--- config.mk ---
export PLATFORM = sky130hd
export DESIGN_NAME = oldland_decode_pipe_flat
export DESIGN_NICKNAME = d
export VERILOG_FILES = /design/src/rtl/oldland_decode_pipe_if.sv /design/src/rtl/oldland_decode_pipe.sv /design/src/flat_wrapper.sv
export SDC_FILE = /design/constraint.sdc
export NUM_CORES = 1
export LEC_CHECK = 0
export ABC_AREA = 1
export CELL_PAD_IN_SITES_DETAIL_PLACEMENT = 0
export CELL_PAD_IN_SITES_GLOBAL_PLACEMENT = 1
export CORE_MARGIN = 4
export CORE_UTILIZATION = 33
export CTS_CLUSTER_SIZE = 12
export DETAILED_ROUTE_END_ITERATION = 16
export GPL_TIMING_DRIVEN = 0
export PLACE_DENSITY = 0.88
export SLEW_MARGIN = 20
export SYNTH_ARGS = -nofsm -noshare
export SYNTH_HDL_FRONTEND = slang
export SYNTH_SLANG_ARGS = --single-unit
--- constraint.sdc ---
create_clock -name clk -period 2.07 [get_ports clk]
set_input_delay 0.414 -clock clk [delete_from_list [all_inputs] [get_ports clk]]
set_output_delay 0.414 -clock clk [all_outputs]
set_load 0.03 [all_outputs]
--- src/rtl/oldland_decode_pipe_if.sv ---
// Fetch/decode/execute handshake and decoded bundle for oldland_decode_pipe.
// master = fetch+execute side, slave = the decode stage.
interface oldland_decode_pipe_if #(
  parameter int unsigned REG_SEL_W   = 3,
  parameter int unsigned STALL_CNT_W = 16
);
  logic                   in_valid;
  logic                   in_ready;
  logic [31:0]            instr;
  logic [31:0]            pc_plus_4;
  logic                   flush;
  logic [REG_SEL_W-1:0]   ra_sel;
  logic [REG_SEL_W-1:0]   rb_sel;
  logic                   out_valid;
  logic                   out_ready;
  logic [REG_SEL_W-1:0]   rd_sel;
  logic                   update_rd;
  logic                   update_flags;
  logic [31:0]            imm32;
  logic [3:0]             alu_opc;
  logic [2:0]             branch_condition;
  logic                   alu_op1_ra;
  logic                   alu_op2_rb;
  logic                   mem_load;
  logic                   mem_store;
  logic [1:0]             mem_width;
  logic [1:0]             instr_class;
  logic                   is_call;
  logic [31:0]            pc_plus_4_out;
  logic                   illegal;
  logic [STALL_CNT_W-1:0] stall_count;

  modport master (
    output in_valid, instr, pc_plus_4, flush, out_ready,
    input  in_ready, ra_sel, rb_sel, out_valid, rd_sel, update_rd,
           update_flags, imm32, alu_opc, branch_condition, alu_op1_ra,
           alu_op2_rb, mem_load, mem_store, mem_width, instr_class,
           is_call, pc_plus_4_out, illegal, stall_count
  );

  modport slave (
    input  in_valid, instr, pc_plus_4, flush, out_ready,
    output in_ready, ra_sel, rb_sel, out_valid, rd_sel, update_rd,
           update_flags, imm32, alu_opc, branch_condition, alu_op1_ra,
           alu_op2_rb, mem_load, mem_store, mem_width, instr_class,
           is_call, pc_plus_4_out, illegal, stall_count
  );
endinterface

--- src/rtl/oldland_decode_pipe.sv ---
// Oldland decode stage with valid/ready on both sides, flush, load-use interlock
// and saturating stall counter. Optional trap decode: OLDLAND_DECODE_ILLEGAL_EN.
module oldland_decode_pipe #(
  parameter int unsigned REG_SEL_W   = 3,
  parameter int unsigned LINK_REG    = 6,
  parameter int unsigned STALL_CNT_W = 16
) (
  input logic                  clk,
  input logic                  rst_n,
  oldland_decode_pipe_if.slave bus
);

  localparam logic [1:0] CLASS_ARITH  = 2'b00;
  localparam logic [1:0] CLASS_BRANCH = 2'b01;
  localparam logic [1:0] CLASS_MEM    = 2'b10;

  localparam logic [3:0] OPCODE_MOVHI = 4'b1010;
  localparam logic [3:0] OPCODE_CMP   = 4'b1011;

  localparam logic [3:0] OPCODE_CALL  = 4'b0000;
  localparam logic [3:0] OPCODE_RET   = 4'b0001;
  localparam logic [3:0] OPCODE_BNE   = 4'b0101;
  localparam logic [3:0] OPCODE_BEQ   = 4'b0110;
  localparam logic [3:0] OPCODE_BGT   = 4'b0111;
  localparam logic [3:0] OPCODE_BLT   = 4'b1000;

  localparam logic [REG_SEL_W-1:0] LINK_SEL = REG_SEL_W'(LINK_REG);

  logic [31:0]          w_instr;
  logic [1:0]           w_class;
  logic [3:0]           w_opc;
  logic                 w_is_branch;
  logic                 w_is_mem;
  logic                 w_is_arith;
  logic                 w_is_ret;
  logic                 w_reg_jump;
  logic                 w_reads_ra;
  logic                 w_reads_rb;
  logic [REG_SEL_W-1:0] w_ra_field;
  logic [REG_SEL_W-1:0] w_rb_field;
  logic [REG_SEL_W-1:0] w_rd_field;
  logic [REG_SEL_W-1:0] w_ra_sel;
  logic                 w_hazard;
  logic                 w_in_ready;
  logic                 w_accept;

  logic                 w_update_rd;
  logic                 w_update_flags;
  logic [31:0]          w_imm32;
  logic [3:0]           w_alu_opc;
  logic [2:0]           w_branch_condition;
  logic                 w_alu_op1_ra;
  logic                 w_alu_op2_rb;
  logic                 w_mem_load;
  logic                 w_mem_store;
  logic [1:0]           w_mem_width;
  logic                 w_is_call;
  logic                 w_illegal;

  logic                   r_out_valid;
  logic [REG_SEL_W-1:0]   r_rd_sel;
  logic                   r_update_rd;
  logic                   r_update_flags;
  logic [31:0]            r_imm32;
  logic [3:0]             r_alu_opc;
  logic [2:0]             r_branch_condition;
  logic                   r_alu_op1_ra;
  logic                   r_alu_op2_rb;
  logic                   r_mem_load;
  logic                   r_mem_store;
  logic [1:0]             r_mem_width;
  logic [1:0]             r_instr_class;
  logic                   r_is_call;
  logic [31:0]            r_pc_plus_4;
  logic                   r_illegal;
  logic [STALL_CNT_W-1:0] r_stall_count;

  assign w_instr = bus.instr;
  assign w_class = w_instr[31:30];
  assign w_opc   = w_instr[29:26];

  // Wider register files keep the legacy low bits and stack the extra bits above.
  generate
    if (REG_SEL_W > 3) begin : g_wide_sel
      assign w_rd_field = {w_instr[9  +: REG_SEL_W-3], w_instr[8:6]};
      assign w_ra_field = {w_instr[12 +: REG_SEL_W-3], w_instr[5:3]};
      assign w_rb_field = {w_instr[15 +: REG_SEL_W-3], w_instr[2:0]};
    end else begin : g_narrow_sel
      assign w_rd_field = w_instr[8:6];
      assign w_ra_field = w_instr[5:3];
      assign w_rb_field = w_instr[2:0];
    end
  endgenerate

  // Anything not branch/mem decodes down the arithmetic path, as the legacy logic did.
  assign w_is_branch = (w_class == CLASS_BRANCH);
  assign w_is_mem    = (w_class == CLASS_MEM);
  assign w_is_arith  = !w_is_branch && !w_is_mem;
  assign w_is_ret    = w_is_branch && (w_opc == OPCODE_RET);
  assign w_reg_jump  = w_is_branch && w_instr[25];

  assign w_ra_sel   = w_is_ret ? LINK_SEL : w_ra_field;
  assign w_reads_ra = w_is_arith || w_is_mem || w_reg_jump || w_is_ret;
  assign w_reads_rb = (w_is_arith && w_instr[9]) || (w_is_mem && w_instr[28]);

  always_comb begin
    w_update_rd        = w_is_arith && (w_opc != OPCODE_CMP);
    w_update_flags     = w_is_arith && (w_opc == OPCODE_CMP);
    w_alu_opc          = '0;
    w_branch_condition = '0;
    w_alu_op1_ra       = w_is_arith || w_is_mem || w_reg_jump;
    w_alu_op2_rb       = w_is_arith && w_instr[9];
    w_mem_load         = w_is_mem && !w_instr[28];
    w_mem_store        = w_is_mem && w_instr[28];
    w_is_call          = w_is_branch && (w_opc == OPCODE_CALL);
    w_illegal          = 1'b0;

    if (w_is_arith)
      w_alu_opc = w_opc;
    else if (w_reg_jump)
      w_alu_opc = '1;

    if (w_is_branch) begin
      unique case (w_opc)
        OPCODE_BNE: w_branch_condition = 3'b001;
        OPCODE_BEQ: w_branch_condition = 3'b010;
        OPCODE_BGT: w_branch_condition = 3'b011;
        OPCODE_BLT: w_branch_condition = 3'b100;
        default:    w_branch_condition = 3'b111;
      endcase
    end

    if (w_is_branch)
      w_imm32 = {{6{w_instr[23]}}, w_instr[23:0], 2'b00};
    else if (w_is_arith && (w_opc == OPCODE_MOVHI))
      w_imm32 = {w_instr[25:10], 16'h0000};
    else
      w_imm32 = {{16{w_instr[25]}}, w_instr[25:10]};

    unique case (w_instr[27:26])
      2'b00:   w_mem_width = 2'b10;
      2'b01:   w_mem_width = 2'b01;
      default: w_mem_width = 2'b00;
    endcase

`ifdef OLDLAND_DECODE_ILLEGAL_EN
    w_illegal = !(w_class inside {CLASS_ARITH, CLASS_BRANCH, CLASS_MEM});
    if (w_illegal) begin
      w_update_rd    = 1'b0;
      w_update_flags = 1'b0;
      w_mem_load     = 1'b0;
      w_mem_store    = 1'b0;
      w_is_call      = 1'b0;
    end
`endif
  end

  // Load-use: the held load's destination is not yet written when the next
  // instruction reads the register file, so hold that instruction one cycle.
  assign w_hazard = r_out_valid && r_mem_load && bus.in_valid &&
                    ((w_reads_ra && (w_ra_sel   == r_rd_sel)) ||
                     (w_reads_rb && (w_rb_field == r_rd_sel)));

  assign w_in_ready = (!r_out_valid || bus.out_ready) && !w_hazard && !bus.flush;
  assign w_accept   = bus.in_valid && w_in_ready;

  always_ff @(posedge clk or negedge rst_n) begin
    if (!rst_n) begin
      r_out_valid <= 1'b0;
    end else if (bus.flush) begin
      r_out_valid <= 1'b0;
    end else if (w_accept) begin
      r_out_valid <= 1'b1;
    end else if (bus.out_ready) begin
      r_out_valid <= 1'b0;
    end
  end

  always_ff @(posedge clk or negedge rst_n) begin
    if (!rst_n) begin
      r_rd_sel           <= '0;
      r_update_rd        <= 1'b0;
      r_update_flags     <= 1'b0;
      r_imm32            <= '0;
      r_alu_opc          <= '0;
      r_branch_condition <= '0;
      r_alu_op1_ra       <= 1'b0;
      r_alu_op2_rb       <= 1'b0;
      r_mem_load         <= 1'b0;
      r_mem_store        <= 1'b0;
      r_mem_width        <= '0;
      r_instr_class      <= '0;
      r_is_call          <= 1'b0;
      r_pc_plus_4        <= '0;
      r_illegal          <= 1'b0;
    end else if (w_accept) begin
      r_rd_sel           <= w_rd_field;
      r_update_rd        <= w_update_rd;
      r_update_flags     <= w_update_flags;
      r_imm32            <= w_imm32;
      r_alu_opc          <= w_alu_opc;
      r_branch_condition <= w_branch_condition;
      r_alu_op1_ra       <= w_alu_op1_ra;
      r_alu_op2_rb       <= w_alu_op2_rb;
      r_mem_load         <= w_mem_load;
      r_mem_store        <= w_mem_store;
      r_mem_width        <= w_mem_width;
      r_instr_class      <= w_class;
      r_is_call          <= w_is_call;
      r_pc_plus_4        <= bus.pc_plus_4;
      r_illegal          <= w_illegal;
    end
  end

  always_ff @(posedge clk or negedge rst_n) begin
    if (!rst_n)
      r_stall_count <= '0;
    else if (w_hazard && (r_stall_count != '1))
      r_stall_count <= r_stall_count + 1'b1;
  end

  assign bus.in_ready         = w_in_ready;
  assign bus.ra_sel           = w_ra_sel;
  assign bus.rb_sel           = w_rb_field;
  assign bus.out_valid        = r_out_valid;
  assign bus.rd_sel           = r_rd_sel;
  assign bus.update_rd        = r_update_rd;
  assign bus.update_flags     = r_update_flags;
  assign bus.imm32            = r_imm32;
  assign bus.alu_opc          = r_alu_opc;
  assign bus.branch_condition = r_branch_condition;
  assign bus.alu_op1_ra       = r_alu_op1_ra;
  assign bus.alu_op2_rb       = r_alu_op2_rb;
  assign bus.mem_load         = r_mem_load;
  assign bus.mem_store        = r_mem_store;
  assign bus.mem_width        = r_mem_width;
  assign bus.instr_class      = r_instr_class;
  assign bus.is_call          = r_is_call;
  assign bus.pc_plus_4_out    = r_pc_plus_4;
  assign bus.illegal          = r_illegal;
  assign bus.stall_count      = r_stall_count;

endmodule

--- src/flat_wrapper.sv ---
// flat-port wrapper written by rule: the top's interface ports become plain ports
module oldland_decode_pipe_flat 
#(
  parameter int unsigned REG_SEL_W   = 3,
  parameter int unsigned LINK_REG    = 6,
  parameter int unsigned STALL_CNT_W = 16
)
  (clk, rst_n, bus_in_valid, bus_instr, bus_pc_plus_4, bus_flush, bus_out_ready, bus_in_ready, bus_ra_sel, bus_rb_sel, bus_out_valid, bus_rd_sel, bus_update_rd, bus_update_flags, bus_imm32, bus_alu_opc, bus_branch_condition, bus_alu_op1_ra, bus_alu_op2_rb, bus_mem_load, bus_mem_store, bus_mem_width, bus_instr_class, bus_is_call, bus_pc_plus_4_out, bus_illegal, bus_stall_count);
  oldland_decode_pipe_if #(.REG_SEL_W(REG_SEL_W), .STALL_CNT_W(STALL_CNT_W)) bus_i ();
  input logic clk;
  input logic rst_n;
  input wire logic [$bits(bus_i.in_valid)-1:0] bus_in_valid;
  input wire logic [$bits(bus_i.instr)-1:0] bus_instr;
  input wire logic [$bits(bus_i.pc_plus_4)-1:0] bus_pc_plus_4;
  input wire logic [$bits(bus_i.flush)-1:0] bus_flush;
  input wire logic [$bits(bus_i.out_ready)-1:0] bus_out_ready;
  output wire logic [$bits(bus_i.in_ready)-1:0] bus_in_ready;
  output wire logic [$bits(bus_i.ra_sel)-1:0] bus_ra_sel;
  output wire logic [$bits(bus_i.rb_sel)-1:0] bus_rb_sel;
  output wire logic [$bits(bus_i.out_valid)-1:0] bus_out_valid;
  output wire logic [$bits(bus_i.rd_sel)-1:0] bus_rd_sel;
  output wire logic [$bits(bus_i.update_rd)-1:0] bus_update_rd;
  output wire logic [$bits(bus_i.update_flags)-1:0] bus_update_flags;
  output wire logic [$bits(bus_i.imm32)-1:0] bus_imm32;
  output wire logic [$bits(bus_i.alu_opc)-1:0] bus_alu_opc;
  output wire logic [$bits(bus_i.branch_condition)-1:0] bus_branch_condition;
  output wire logic [$bits(bus_i.alu_op1_ra)-1:0] bus_alu_op1_ra;
  output wire logic [$bits(bus_i.alu_op2_rb)-1:0] bus_alu_op2_rb;
  output wire logic [$bits(bus_i.mem_load)-1:0] bus_mem_load;
  output wire logic [$bits(bus_i.mem_store)-1:0] bus_mem_store;
  output wire logic [$bits(bus_i.mem_width)-1:0] bus_mem_width;
  output wire logic [$bits(bus_i.instr_class)-1:0] bus_instr_class;
  output wire logic [$bits(bus_i.is_call)-1:0] bus_is_call;
  output wire logic [$bits(bus_i.pc_plus_4_out)-1:0] bus_pc_plus_4_out;
  output wire logic [$bits(bus_i.illegal)-1:0] bus_illegal;
  output wire logic [$bits(bus_i.stall_count)-1:0] bus_stall_count;
  assign bus_i.in_valid = bus_in_valid;
  assign bus_i.instr = bus_instr;
  assign bus_i.pc_plus_4 = bus_pc_plus_4;
  assign bus_i.flush = bus_flush;
  assign bus_i.out_ready = bus_out_ready;
  assign bus_in_ready = bus_i.in_ready;
  assign bus_ra_sel = bus_i.ra_sel;
  assign bus_rb_sel = bus_i.rb_sel;
  assign bus_out_valid = bus_i.out_valid;
  assign bus_rd_sel = bus_i.rd_sel;
  assign bus_update_rd = bus_i.update_rd;
  assign bus_update_flags = bus_i.update_flags;
  assign bus_imm32 = bus_i.imm32;
  assign bus_alu_opc = bus_i.alu_opc;
  assign bus_branch_condition = bus_i.branch_condition;
  assign bus_alu_op1_ra = bus_i.alu_op1_ra;
  assign bus_alu_op2_rb = bus_i.alu_op2_rb;
  assign bus_mem_load = bus_i.mem_load;
  assign bus_mem_store = bus_i.mem_store;
  assign bus_mem_width = bus_i.mem_width;
  assign bus_instr_class = bus_i.instr_class;
  assign bus_is_call = bus_i.is_call;
  assign bus_pc_plus_4_out = bus_i.pc_plus_4_out;
  assign bus_illegal = bus_i.illegal;
  assign bus_stall_count = bus_i.stall_count;
  oldland_decode_pipe #(.REG_SEL_W(REG_SEL_W), .LINK_REG(LINK_REG), .STALL_CNT_W(STALL_CNT_W)) u_core (.clk(clk), .rst_n(rst_n), .bus(bus_i));
endmodule
* After elaboration in Yosys (flattened, before gate mapping)
Index checks and enable logic that the tools add are counted.
** Cells by class
- Add/sub/neg operators :: 1
- Eq/ne operators :: 14
- Muxes and demuxes :: 11
- Reduce and logical (&&, ||, !) cells :: 34
** Operators by type and width (number)
- $mux W32 :: 1
- $mux W31 :: 1
- $logic_and A1 B1 Y1 :: 19
- $add A16 B1 Y16 const B :: 1
- $ne A16 B16 Y1 const B :: 1
- $eq A4 B3 Y1 const B :: 3
- $eq A4 B4 Y1 const B :: 3
- $pmux W3 S4 :: 1
- $mux W4 :: 2
- $eq A3 B3 Y1 :: 2
- $logic_not A1 Y1 :: 6
- $logic_or A1 B1 Y1 :: 6
- $mux W3 :: 2
- $eq A2 B1 Y1 const B :: 2
- $eq A4 B1 Y1 const B :: 1
- $logic_not A4 Y1 :: 1
- $ne A4 B4 Y1 const B :: 1
- $pmux W2 S2 :: 1
- $mux W1 :: 3
- $reduce_bool A3 Y1 :: 1
- $eq A2 B2 Y1 const B :: 1
- $logic_not A2 Y1 :: 1
** Storage, ports and cells
- Register bits :: 102
- Bits of input ports :: 69
- Output and inout bits :: 110
- Logic and storage cells :: 76

* Depth between registers and ports, before layout
- Word-level depth :: 15
- Gate-level depth with buffers :: 15
- Depth with buffers taken out :: 12

* Least setup slack after synthesis
No wires, ideal clock.
- Path kind :: in2out
- Start :: input bus_instr[31]
- End :: output bus_in_ready
- Arrival :: 2.100 ns
- Data required time :: 1.656 ns
- Setup slack :: -0.444 ns
- Cell stages on the path :: 12
- Buffers on the path :: 2
- Cells stage by stage :: inv_1 -> ha_1 -> buf_2 -> nand3_2 -> nand2_1 -> nand2_1 -> nand2_1 -> o21ai_2 -> nand2_2 -> buf_2 -> nand2_1 -> nor2_1
** On the way
- Elaborated cells on any way between the ends :: 22
- Those cells by class :: eq/ne: 3; mux: 1; reduce/logical: 18
** RTL lines
- start: declaration :: RTL line flat_wrapper.sv:13 : input wire logic [$bits(bus_i.instr)-1:0] bus_instr;
- $eq A2 B1 Y1 :: RTL line oldland_decode_pipe.sv:96 : assign w_is_branch = (w_class == CLASS_BRANCH);
- $logic_and A1 B1 Y1 :: RTL line oldland_decode_pipe.sv:99 : assign w_is_ret = w_is_branch && (w_opc == OPCODE_RET);
- $mux W3 :: RTL line oldland_decode_pipe.sv:102 : assign w_ra_sel = w_is_ret ? LINK_SEL : w_ra_field;
- named net bus_ra_sel[1] :: RTL line flat_wrapper.sv:18 : output wire logic [$bits(bus_i.ra_sel)-1:0] bus_ra_sel;
- $eq A3 B3 Y1 :: RTL line oldland_decode_pipe.sv:161 : ((w_reads_ra && (w_ra_sel == r_rd_sel)) ||
- $logic_and A1 B1 Y1 :: RTL line oldland_decode_pipe.sv:161
- $logic_or A1 B1 Y1 :: RTL line oldland_decode_pipe.sv:161
- $logic_and A1 B1 Y1 :: RTL line oldland_decode_pipe.sv:160 : assign w_hazard = r_out_valid && r_mem_load && bus.in_valid &&
- $logic_not A1 Y1 :: RTL line oldland_decode_pipe.sv:164 : assign w_in_ready = (!r_out_valid || bus.out_ready) && !w_hazard && !bus.flush;
- $logic_and A1 B1 Y1 (2 in a row) :: RTL line oldland_decode_pipe.sv:164
- end: declaration :: RTL line flat_wrapper.sv:17 : output wire logic [$bits(bus_i.in_ready)-1:0] bus_in_ready;
The timed path passes the listed nets, and every way through them passes these cells.

* Worst setup path in the final report
- Start :: register u_core.r_rd_sel[1] (netlist: u_core.bus.rd_sel[1])
- End :: output bus_in_ready
** On the way
- Cells in the longest elaborated chain, start to end :: 7
- Elaborated cells on any way between the ends :: 9
- Those cells by class :: eq/ne: 2; reduce/logical: 7
** Ends and longest elaborated chain
- start: declaration :: RTL line oldland_decode_pipe.sv:61 : logic [REG_SEL_W-1:0] r_rd_sel;
- start signal: assignment :: RTL line oldland_decode_pipe.sv:197 : r_rd_sel <= w_rd_field;
- $eq A3 B3 Y1 (on tied branches) :: RTL line oldland_decode_pipe.sv:161, oldland_decode_pipe.sv:162
- $logic_and A1 B1 Y1 (on tied branches) :: RTL line oldland_decode_pipe.sv:161, oldland_decode_pipe.sv:162
- $logic_or A1 B1 Y1 * :: RTL line oldland_decode_pipe.sv:161
- $logic_and A1 B1 Y1 * :: RTL line oldland_decode_pipe.sv:160
- $logic_not A1 Y1 * :: RTL line oldland_decode_pipe.sv:164
- $logic_and A1 B1 Y1 * (2 in a row) :: RTL line oldland_decode_pipe.sv:164
Mark *: on every way between the ends. The rest lies on a longest branch, timed or not.

==> implementation parameters <==
Parameter                              Value

Status
  Result of the run    finished, violations left
  Violated checks    setup timing

CTS
  Clock tree from TritonCTS    done
  Clock-pin slew of the registers on the worst-case setup and hold paths    0.08 ns
  CTS Buf Count    9
  Clock latency reported for the late side of the worst-skew pair    0.36 ns
  CTS max path bufs    2
  CTS H-tree depth    3
  Clock Sinks    102
  Root buf cell    clkbuf_16

Timing
  Clock Skew    0.0103 ns
  Max_slew headroom    0.547
  Slew at the pin closest to its max-slew limit    0.680 ns
  Min Tclk post-route    2.16 ns
  Share of the cycle needed by the critical path after routing    1.04
  Setup Viol. Count Final    1
  Unrepaired setup endpoints after global routing    yes
  Slew Limit Fails    0
  Final-report hold violation count    0
  Final setup slack of the worst path    -0.0919 ns
  Maximum clock frequency    463 MHz

Floorplanning
  Number of placement rows    45
  DIE AREA    0.0179 mm^2
  Initial cell density of the core    0.340
  Die width    134 um
  I/O pins    179
  DIE HEIGHT    134 um
  CORE AREA    0.0154 mm^2

Route
  Average vias per placed instance    4.90
  Final routed wirelength across all metal layers    17,600 um
  WL per Instance    16.4 um
  ANT nets after route    0
  Routed vias    5,267
  Post-detailed-route DRC marker count    0
  Number of optimization iterations in the first detailed-route pass    5
  Initial DRC count    344

Placed design
  Routability congestion estimate from global placement    0.868
  Number of I/O port buffers    176
  Hpwl dp    13,100 um
  Worst slack, placed    -1.35 ns
  Area post-placement    0.00735 mm^2

Run
  Max Cap Viol    0

Logic synthesis
  Mean Syn Cell Area    7.92 um^2
  Post-synthesis instance area    0.00523 mm^2
  Post-synthesis cell type count    31
  Flop and latch count out of synthesis    102
  Cells after Synth    660
  Synth warnings    0
  Mapped Nets    733
  Proportion of synthesized chip area in sequential cells    0.488

Setup path
  Worst setup path startpoint    u_core.bus.rd_sel[1]$_DFFE_PN0P_
  Startpoint class of the critical path    flop
  Worst Setup Path Type    reg -> out
  Critical path fanouts, max    5
  Logic depth of the worst register-to-register path    12
  R2r startpoint    u_core.bus.rd_sel[1]$_DFFE_PN0P_
  CP endpoint    bus_in_ready
  Critical path, cell by cell    nand2_1, nand4_1, nand2_2, nand2_2, o21ai_4, nand2_4, buf_8, nand2_4, nor2_4, buf_6
  Top cell family by delay on the critical path    simple AND/OR/NAND/NOR gates
  Slowest stage cell, crit path    dfrtp_2
  Critical Path Max Stage Delay    0.44 ns
  Buffer and inverter count on the worst path    2
  Required time reported for the critical path endpoint    1.66 ns
  Critical path depth    10
  Worst Path Arrival    1.75 ns
  Worst reg2reg path endpoint    u_core.bus.update_rd$_DFFE_PN0P_
  Setup slack of the worst register-to-register path    0.10 ns
  Kind of capture point of the worst setup path    output pin

Global route
  Remaining Overflow, GRT    0
  Via count of the first global-routing pass    5,206
  Total global routing track utilization    0.196
  Number of antenna violations at the first check in global routing    0
  Maximum number of pins on one net before global-route repair    77
  Wire length of the first global-routing pass    27,900 um

Final layout
  Filler cells    1,547
  Most common library cell in the layout ignoring fill and taps    nand2_1
  Fraction of final layout cells sized beyond drive strength 1    0.110
  Utilization after layout    0.506
  Final Cell Area    0.00778 mm^2
  Sequential cell area in the final layout    0.00256 mm^2
  Synthesis-to-finish area growth    48.8%
  Area of the multi-input gates    0.00233 mm^2
  NumNets Final    932
  N_diodes    0
  Top library cells by usage in the layout, fill and taps aside    233 x nand2_1, 156 x clkdlybuf4s50_1, 99 x dfrtp_1

Worst hold path
  Path class of the lowest-slack min-delay path    in -> reg

Power
  Power density over the cells    776 mW/mm^2
  Peak ir drop on the vdd network    421 uV
  Leakage power    3.61 nW
[power by group]
| group | internal [mW] | switching [mW] | total, mW |
|---|---|---|---|
| registers | 2.25 | 0.158 | 2.41 |
| clock network | 0.901 | 0.810 | 1.71 |
| logic | 0.780 | 1.14 | 1.92 |
| total | 3.93 | 2.11 | 6.04 |
[through the flow]
step	hold slack (ns)	instances	total power [mW]	TNS (ns)
finish	0.331	1075	6.04	-0.0919
global route	0.337	1075	6.32	-0.228
CTS	0.357	1070	6.09	-0.0941
detailed placement	0.297	1048	4.34	-73.21
global placement	0.454	1047	4.32	-421.57
floorplan	0.118	660	3.41	0
[worst min-delay path by stage]
stage,slack (ns),cells past startpoint,startpoint,to
2_1_floorplan,0.12,0,rst_n,u_core.bus.alu_op1_ra$_DFFE_PN0P_
3_3_place_gp,0.45,2,u_core.bus.pc_plus_4_out[16]$_DFFE_PN0P_,u_core.bus.pc_plus_4_out[16]$_DFFE_PN0P_
3_5_place_dp,0.30,1,rst_n,u_core.bus.stall_count[4]$_DFFE_PN0P_
4_1_cts,0.36,3,bus_instr[30],u_core.bus.instr_class[0]$_DFFE_PN0P_
5_1_grt,0.34,3,bus_instr[31],u_core.bus.instr_class[1]$_DFFE_PN0P_
6_report,0.33,3,bus_instr[31],u_core.bus.instr_class[1]$_DFFE_PN0P_
[repair_timing]
action | CTS | global route
hold buffers | 1 | 0
endpoints found under the setup margin | 109 | 65
buffers inserted | 6 | 5
hold endpoints to repair | 26 | 0
resized for setup | 60 | 22
pin swaps | 9 | 9
[worst min-delay path, stage by stage]
cell and delay (ns):
buf_6 0.11, nand4_1 0.08, nand2_1 0.05
[cell type report]
class / instances / area share
inverter: 54 / 0.0264
clock inverter: 4 / 0.00482
tap: 211 / 0.0339
clock buffer: 12 / 0.0330
buffer: 48 / 0.0359
multi-input combinational: 455 / 0.299
timing repair buffer: 189 / 0.239
sequential: 102 / 0.329
[registers in the layout (all words and copies together) (netlist names), 2 cells and up]
register and flops:
u_core.bus.rd_sel 3, u_core.bus.pc_plus_4_out 32, u_core.bus.imm32 32, u_core.bus.stall_count 16, u_core.bus.mem_width 2, u_core.bus.branch_condition 3
u_core.bus.instr_class 2, u_core.bus.alu_opc 4
[Yosys cell counts (all sizes together)]
cell type	n	area [um^2]
inv	54	203
buf	26	164
nor2	18	75.1
nor3	6	30.0
a31oi	1	6.26
nor4	2	12.5
o211ai	6	45.0
ha	4	50.1
dfrtp	102	2550
nand3	16	100
xor2	6	52.6
and3	1	6.26
conb	1	3.75
xnor2	11	96.3
o22ai	5	31.3
o21ai	35	179
nand4	91	569
a21oi	5	25.0
clkbuf	23	86.3
nand2	244	918
and2	1	6.26
o221ai	2	17.5
[logic make-up (layout without fill, tap and decap cells)]
logic type                 Yosys count  in the layout  synth area share
other                                1              1          0.000717
buffers and inverters              103            307            0.0866
DFF                                102            102             0.488
and+or+nand+nor                    379            379             0.328
xor gates and xnor gates            17             17            0.0285
adders and majority gates            4              4           0.00957
AOI/OAI and AO/OA                   54             54            0.0581
[per-layer routing]
layer	wire length, um	share of wire	global-route usage	vias to the layer above
met5	0	0	0	-
met4	347	0.020	0.0583	0
met3	1110	0.063	0.0383	23
met2	8210	0.47	0.313	180
met1	7950	0.45	0.271	2479
li1	-	-	-	2585
(Power assumes the default switching activity.)
